$ cat src/rtl/counter.sv
`default_nettype none
// ============================================================================
// Module   : counter
// Purpose  : 8-bit up/down count core of the 8-bit timer. Holds TCNT, supports
//            synchronous parallel load, and raises sticky overflow/underflow
//            flags on wrap-around that are cleared by explicit clear inputs.
// Revision : 1.0 - initial release
// ============================================================================
module counter (
  input  logic       clk,
  input  logic       rst_n,
  input  logic       clk_ena,
  input  logic [7:0] start_counter,
  input  logic       up_down,
  input  logic       load,
  input  logic       enable,
  input  logic       clr_overflow,
  input  logic       clr_underflow,
  output logic       overflow,
  output logic       underflow
);

  localparam logic [7:0] C_MAX = 8'hFF;
  localparam logic [7:0] C_MIN = 8'h00;

  // TCNT keeps its historical name so external benches can probe it.
  logic [7:0] reg_TCNT;
  logic [7:0] tcnt_d;
  logic       overflow_q;
  logic       overflow_d;
  logic       underflow_q;
  logic       underflow_d;

  // A count step happens only when both the prescaler strobe and the enable are high.
  logic w_step;
  assign w_step = enable & clk_ena;

  // Next-state: load beats counting; a wrap on the same edge as a clear wins.
  always_comb begin
    tcnt_d      = reg_TCNT;
    overflow_d  = overflow_q  & ~clr_overflow;
    underflow_d = underflow_q & ~clr_underflow;
    if (load) begin
      tcnt_d = start_counter;
    end else if (w_step) begin
      if (up_down) begin
        tcnt_d = reg_TCNT + 8'd1;
        if (reg_TCNT == C_MAX) begin
          overflow_d = 1'b1;
        end
      end else begin
        tcnt_d = reg_TCNT - 8'd1;
        if (reg_TCNT == C_MIN) begin
          underflow_d = 1'b1;
        end
      end
    end
  end

  // State registers with asynchronous active-low reset.
  always_ff @(posedge clk or negedge rst_n) begin
    if (!rst_n) begin
      reg_TCNT    <= 8'h00;
      overflow_q  <= 1'b0;
      underflow_q <= 1'b0;
    end else begin
      reg_TCNT    <= tcnt_d;
      overflow_q  <= overflow_d;
      underflow_q <= underflow_d;
    end
  end

  assign overflow  = overflow_q;
  assign underflow = underflow_q;

endmodule
`default_nettype wire

$ cat config.mk
export PLATFORM = sky130hd
export DESIGN_NAME = counter
export DESIGN_NICKNAME = d
export VERILOG_FILES = /design/src/rtl/counter.sv
export SDC_FILE = /design/constraint.sdc
export NUM_CORES = 1
export LEC_CHECK = 0
export ABC_AREA = 1
export BUFFER_PORTS_ARGS = -buffer_cell sky130_fd_sc_hd__buf_2
export CORE_MARGIN = 2
export CORE_UTILIZATION = 53
export DETAILED_ROUTE_END_ITERATION = 7
export HOLD_SLACK_MARGIN = 0.1
export PLACE_DENSITY = 0.78
export SLEW_MARGIN = 0
export SYNTH_ARGS = -nofsm -noshare
export SYNTH_HDL_FRONTEND = slang
export SYNTH_SLANG_ARGS = --single-unit
$ cat constraint.sdc
create_clock -name clk -period 1.8 [get_ports clk]
set_clock_uncertainty 0.2 [all_clocks]
set_input_delay 0.36 -clock clk [delete_from_list [all_inputs] [get_ports clk]]
set_output_delay 0.36 -clock clk [all_outputs]
set_load 0.05 [all_outputs]
==> impl_metrics.json, run 1 <==
{
  "drive_above_1_share_pct": 26.90,
  "routedWlPerCell_um": 12.21,
  "yosysUniqueCellTypes": 29,
  "area_growth_pct": 27.10,
  "gp_congestion": 0.7962,
  "clk_path_buf_depth": 2,
  "cts.sinks": 10,
  "holdPathEnd": "reg_TCNT[4]",
  "numCtsBuffers": 3,
  "rsz0062_at_grt": "false",
  "r2r.worst_path.cells": 6,
  "die_area_mm2": 0.001939,
  "end_kind": "register",
  "relSlewSlack_pct": 79.43,
  "synthSimpleGateAreaFrac_pct": 36.97,
  "synthFlopType": "dfrtp_1",
  "die_h_um": 44.04,
  "synth.area.top_cells": "dfrtp_1 (29%), nand2_1 (15%), ha_1 (8.8%)",
  "synth_xor_xnor_area_share_pct": 2.062,
  "grt_pass1_wl_um": 3429,
  "post-place-ws_ns": -0.1011,
  "r2r_end": "reg_TCNT[4]",
  "period_needed_ns": 1.684,
  "num_rows": 14,
  "grt_pass1_vias": 822,
  "ys_seq_elements": 10,
  "avgSynthCellArea_um2": 7.518,
  "yosys.area.top_type_share_pct": 29.46,
  "reg2reg_from": "reg_TCNT[1]",
  "dp_hpwl_um": 1511,
  "firstDrtPassIters": 4,
  "antennaDiodeCount": 0,
  "clk_latency_ns": 0.27,
  "rrSetupSlack_ns": 0.12,
  "ir_worst_vdd_v": 0.0005105,
  "syn-cell-area_um2": 849.6,
  "max_cap_viol_count": 0,
  "whs_path_depth": 3,
  "syn_inst": 113,
  "fin_nets": 169,
  "synthAdderAreaFrac_pct": 11.19,
  "antenna_found_initial": 0,
  "coreArea_mm2": 0.001506,
  "fmax_mhz": 593.7,
  "async_flop_share_pct": 100.0,
  "remaining_drc_errors": 0,
  "p_leak_nw": 0.5993,
  "crit_slowest_cell": "dfrtp_1",
  "final.setup.worst_slack_ns": 0.1156,
  "tns_ns": 0,
  "ant_nets": 0,
  "power_density_mw_per_mm2": 763.3,
  "routed_wl_um": 1966,
  "hold_viol_final": 0,
  "yosysSeqAreaShare_pct": 29.46,
  "worst_slew_pin_slew_ns": 0.3057,
  "die_w_um": 44.04,
  "outcome": "completed",
  "cp_slowest_stage_delay_ns": 0.45,
  "first_iter_violations": 13,
  "synth_top_family_by_area": "simple AND/OR/NAND/NOR gates",
  "arrival_ns": 1.64,
  "hold_class": "in -> reg",
  "portBuffers": 17,
  "fin_crit_sh_pct": 93.58,
  "start_util_pct": 56.40,
  "grt_usage_pct": 23.83,
  "report.final.slew_viol_count": 0,
  "syn-num-nets": 136,
  "hold_start": "start_counter[4]",
  "postCtsSetupBuffers": 0,
  "cts_max_level": 1,
  "grt_max_degree": 11,
  "ctsRootBufferMaster": "clkbuf_4",
  "crit_chain": "fa_1 > nand2_1 > nand2_1 > a21o_1 > nand3_1 > nand3_1",
  "setup_viol_count_final": 0,
  "crit_type": "reg -> reg",
  "via_count": 826,
  "start_kind": "register",
  "synth_top_area_cell": "dfrtp_1",
  "synth_edf_count": 0,
  "io_pins": 18,
  "clkSlewWorstSetupHoldPaths_ns": 0.08,
  "grt.overflow.total": 0,
  "cts_tree": "yes",
  "routed_via_density": 5.130,
  "worst-endpoint-required_ns": 1.75,
  "synth_compound_area_share_pct": 10.46,
  "dp.cells": 153,
  "layoutNonFillerInstCount": 161,
  "cp_max_fo": 5,
  "synth_mux_area_share_pct": 0,
  "yosysWarnings": 0
}
## placed cells by master (no fill, tap or decap), drive strengths merged, types with 4 or more instances in the layout
cell type | netlist | final
nand2 | 37 | 37
nand3 | 12 | 12
clkbuf | 0 | 4
dfrtp | 10 | 10
inv | 16 | 16
dlygate4sd3 | 0 | 4
ha | 6 | 6
nor2 | 4 | 4
buf | 1 | 25
## stage by stage
stage          hold slack [ns]  instance area (µm²)  util (%)  power (mW)
6_report                0.1214                 1080     71.68      0.8242
5_1_grt                 0.1303                 1080     71.68      0.8859
4_1_cts                 0.1233                 1080     71.68      0.8266
3_5_place_dp           0.03775                 1003     66.61      0.6025
3_3_place_gp           0.03510                 1003     66.61      0.5919
2_1_floorplan          -0.1356                849.6         -      0.4950
## Yosys cell counts, types with 2 or more instances
master / number
clkinv_1: 2
nor4_1: 2
nand2_1: 34
a21oi_1: 2
inv_1: 13
or2_4: 2
nand2_4: 2
nand3b_1: 2
o21ai_1: 2
nor2_1: 4
dfrtp_1: 10
nand4_1: 2
nand3_1: 12
inv_4: 2
ha_1: 6
a22o_1: 2
o211ai_1: 2
## cell type report
type | count | area (µm²)
repair buffers | 29 | 185.2
clock buffers | 4 | 36.28
well taps | 16 | 20.02
fillers | 141 | 426.7
multi-input cells | 84 | 515.5
flip-flops and latches | 10 | 250.2
inverters | 18 | 72.57
## worst max-delay path by stage
stage | start | end | slack [ns] | cells past startpoint
finish | reg_TCNT[1] | reg_TCNT[4] | 0.12 | 6
global route | reg_TCNT[1] | reg_TCNT[6] | 0.03 | 7
CTS | reg_TCNT[1] | reg_TCNT[4] | 0.12 | 6
detailed placement | up_down | reg_TCNT[4] | -0.10 | 7
global placement | up_down | reg_TCNT[4] | -0.05 | 7
floorplan | up_down | reg_TCNT[4] | 0.11 | 6
## layer usage
metal	part of all wire [%]	up-vias	GRT usage, %	wire (µm)
li1	-	439	-	-
met1	48	367	30.31	940
met2	48	18	40.59	942
met3	3.5	2	5.306	69
met4	0.71	0	6.667	14
met5	0	-	0	0
## worst max-delay path, delay by kind of cell (launching register included)
kind / cells / cell delay [ns]
flip-flops: 1 / 0.45
adder cells (fa/ha/maj): 1 / 0.41
AND/OR/NAND/NOR: 4 / 0.33
AO/OA/AOI/OAI: 1 / 0.18
## repair_timing
action / CTS / global route
gates resized for setup: 0 / 0
hold buffers: 4 / 0
endpoints found under the hold margin: 13 / 0
## cell families (layout without fill, tap and decap cells)
family | after synthesis | in the layout
buffers and inverters | 19 | 51
AND/OR/NAND/NOR | 63 | 63
XOR/XNOR | 2 | 2
flip-flops | 10 | 10
adder cells (fa/ha/maj) | 7 | 7
AO/OA/AOI/OAI | 12 | 12
## state kept, by name, indices dropped and copies added, names as in the netlist
register	count
overflow	1
underflow	1
reg_TCNT	8
## where the power goes
part | internal (mW) | switching, mW | total (mW)
Clock | 0.123 | 0.0917 | 0.215
Sequential | 0.249 | 0.0328 | 0.282
Combinational | 0.160 | 0.169 | 0.328
Power figures use the tool's default switching activity.
==> run 2: changes to the inputs <==
- ABC_AREA: 1 -> not set
- CORE_UTILIZATION: 53 -> 52
- PLACE_DENSITY: 0.78 -> 0.77
==> run 2 against run 1 <==
Against the previous run: the flow now finishes with violations (negative setup slack); count of clock-buffer cells in the layout did not move; first-iteration DRC count up 15%; sequential cell count stayed put; die area rose by 1.3%; routed wire length increased by 15%; final cell count decreased by 4.3%; utilization grew 8.4 points; synthesized area shrank 0.44%; design area increased by 13%; sequential share of layout area fell by 2.6 points; global-route usage is 2.8 points higher; clock power shrank 5%; largest cell class unchanged; largest power group unchanged; highest routed layer unchanged.
==> impl_metrics.json, run 2 <==
{
  "grt_usage_pct": 26.60,
  "syn-cell-area_um2": 845.8,
  "routed_via_density": 5.851,
  "grt_pass1_vias": 861,
  "hold_viol_final": 0,
  "die_area_mm2": 0.001965,
  "synth_edf_count": 0,
  "first_iter_violations": 15,
  "dp_hpwl_um": 1675,
  "yosys.area.top_type_share_pct": 29.59,
  "ant_nets": 0,
  "grt_max_degree": 18,
  "via_count": 901,
  "synth.area.top_cells": "dfrtp_1 (30%), ha_1 (8.9%), o21ai_0 (6.5%)",
  "fin_crit_sh_pct": 101.3,
  "grt.overflow.total": 0,
  "routedWlPerCell_um": 14.68,
  "clk_path_buf_depth": 2,
  "power_uw": 858.6,
  "failed_checks": "negative setup slack",
  "coreArea_mm2": 0.001524,
  "firstDrtPassIters": 4,
  "synth_top_area_cell": "dfrtp_1",
  "largest_reg_flops": 8,
  "syn-num-nets": 125,
  "layout_commonest_cell": "buf_2",
  "regMostFlops": "reg_TCNT",
  "antennaDiodeCount": 0,
  "period_needed_ns": 1.823,
  "async_flop_share_pct": 100.0,
  "synthTopCellsByCount": "o21ai_0 (11), dfrtp_1 (10), nand2_1 (10)",
  "rsz0062_at_grt": "true",
  "yosysSeqAreaShare_pct": 29.59,
  "nFillCells": 108,
  "synthFlopType": "dfrtp_1",
  "crit_type": "reg -> reg",
  "end_kind": "register",
  "io_pins": 18,
  "ctsRootBufferMaster": "clkbuf_4",
  "clkSlewWorstSetupHoldPaths_ns": 0.07,
  "portBuffers": 17,
  "numCtsBuffers": 3,
  "yosysWarnings": 0,
  "die_w_um": 44.33,
  "final_cell_mix": "buf_2 (17), buf_4 (15), nand2_1 (10), o21ai_0 (10), dfrtp_1 (9)",
  "worst-endpoint-required_ns": 1.80,
  "drive_above_1_share_pct": 38.41,
  "gp_congestion": 0.8506,
  "fmax_mhz": 548.4,
  "p_leak_nw": 0.5464,
  "clk_latency_ns": 0.27,
  "syn_inst": 102,
  "cts_max_level": 1,
  "area_growth_pct": 44.23,
  "arrival_ns": 1.83,
  "die_h_um": 44.33,
  "outcome": "finished with violations",
  "dp.cells": 144,
  "antenna_found_initial": 0,
  "tns_ns": -0.06296,
  "relSlewSlack_pct": 80.45,
  "post-place-ws_ns": -0.2445,
  "final.setup.worst_slack_ns": -0.02335,
  "cts.sinks": 10,
  "crit_start": "reg_TCNT[4]",
  "worst_slew_pin_slew_ns": 0.2932,
  "fin_nets": 162,
  "dpl-instance-area_mm2": 0.001081,
  "post-route-util_pct": 80.05,
  "avgSynthCellArea_um2": 8.292,
  "grt_pass1_wl_um": 3795,
  "hold_class": "in -> reg",
  "start_util_pct": 55.50,
  "cp_max_fo": 5,
  "hold_start": "start_counter[2]",
  "ys_seq_elements": 10,
  "yosysUniqueCellTypes": 36,
  "ir_worst_vdd_v": 0.0006834,
  "max_cap_viol_count": 0,
  "remaining_drc_errors": 0,
  "layoutNonFillerInstCount": 154,
  "cts_tree": "yes",
  "power_density_mw_per_mm2": 703.8,
  "yosysMostFrequentCell": "o21ai_0",
  "setup_viol_count_final": 3,
  "holdWs_ns": 0.1085,
  "reg2reg_from": "reg_TCNT[4]",
  "stdcell_area_mm2": 0.001220,
  "num_rows": 14,
  "report.final.slew_viol_count": 0,
  "start_kind": "register",
  "routed_wl_um": 2261
}
## run 2: changes by cell type after synthesis, sizes merged, moves of 4 or more
cell / change
a211oi: +4
a21oi: +5
inv: -12
nand2: -27
nand3: -10
nor3: +6
o21ai: +10
## run 2: cell type report
cell class              instances  area, µm²  area share [%]
clock buffers                   4      36.28           2.974
inverters                       4      27.53           2.256
multi-input cells              83      636.9           52.21
flip-flops and latches         10      251.5           20.62
well taps                      16      20.02           1.641
repair buffers                 37      247.7           20.31
## run 2: final timing paths
check                              endpoint  slack [ns]  cells after the start
worst max-delay path            reg_TCNT[6]       -0.02                      6
worst min-delay path            reg_TCNT[2]        0.11                      3
worst max register to register  reg_TCNT[6]       -0.02                      6
worst min register to register     overflow        0.32                      2
max in group asynchronous       reg_TCNT[1]        0.87                      2
min in group asynchronous       reg_TCNT[4]        0.31                      2
## run 2: power breakdown
group / internal (mW) / switching (mW) / total [mW]
clock: 0.123 / 0.0810 / 0.204
sequential: 0.248 / 0.0276 / 0.276
combinational: 0.201 / 0.178 / 0.379
## run 2: worst max-delay path, stage by stage, from the launching register on
cell and delay (ns):
dfrtp_1 0.41, ha_4 0.31, o21ai_0 0.12, o21bai_1 0.15, a21oi_1 0.09, or4_1 0.40
nand3_1 0.08
## run 2: cell families after synthesis
logic type	after synthesis	synth area share (%)
DFF	10	29.59
adders and majority gates	7	11.24
xor gates and xnor gates	2	2.071
and+or+nand+nor	40	25.00
muxes	2	2.367
buffers and inverters	9	6.212
AOI/OAI and AO/OA	32	23.52
## run 2: routing by layer
| layer | wire (µm) | track usage (%) | up-vias |
|---|---|---|---|
| met5 | 0 | 0 | - |
| met4 | 55 | 6.667 | 0 |
| met3 | 126 | 6.939 | 8 |
| met2 | 1105 | 47.06 | 32 |
| met1 | 973 | 32.03 | 414 |
| li1 | - | - | 447 |
## run 2: what timing repair did
item	CTS	global route
endpoints found under the hold margin	14	0
resized for setup	6	1
endpoints found under the setup margin	5	4
pin swaps	6	3
buffers inserted	1	0
hold buffers	5	0
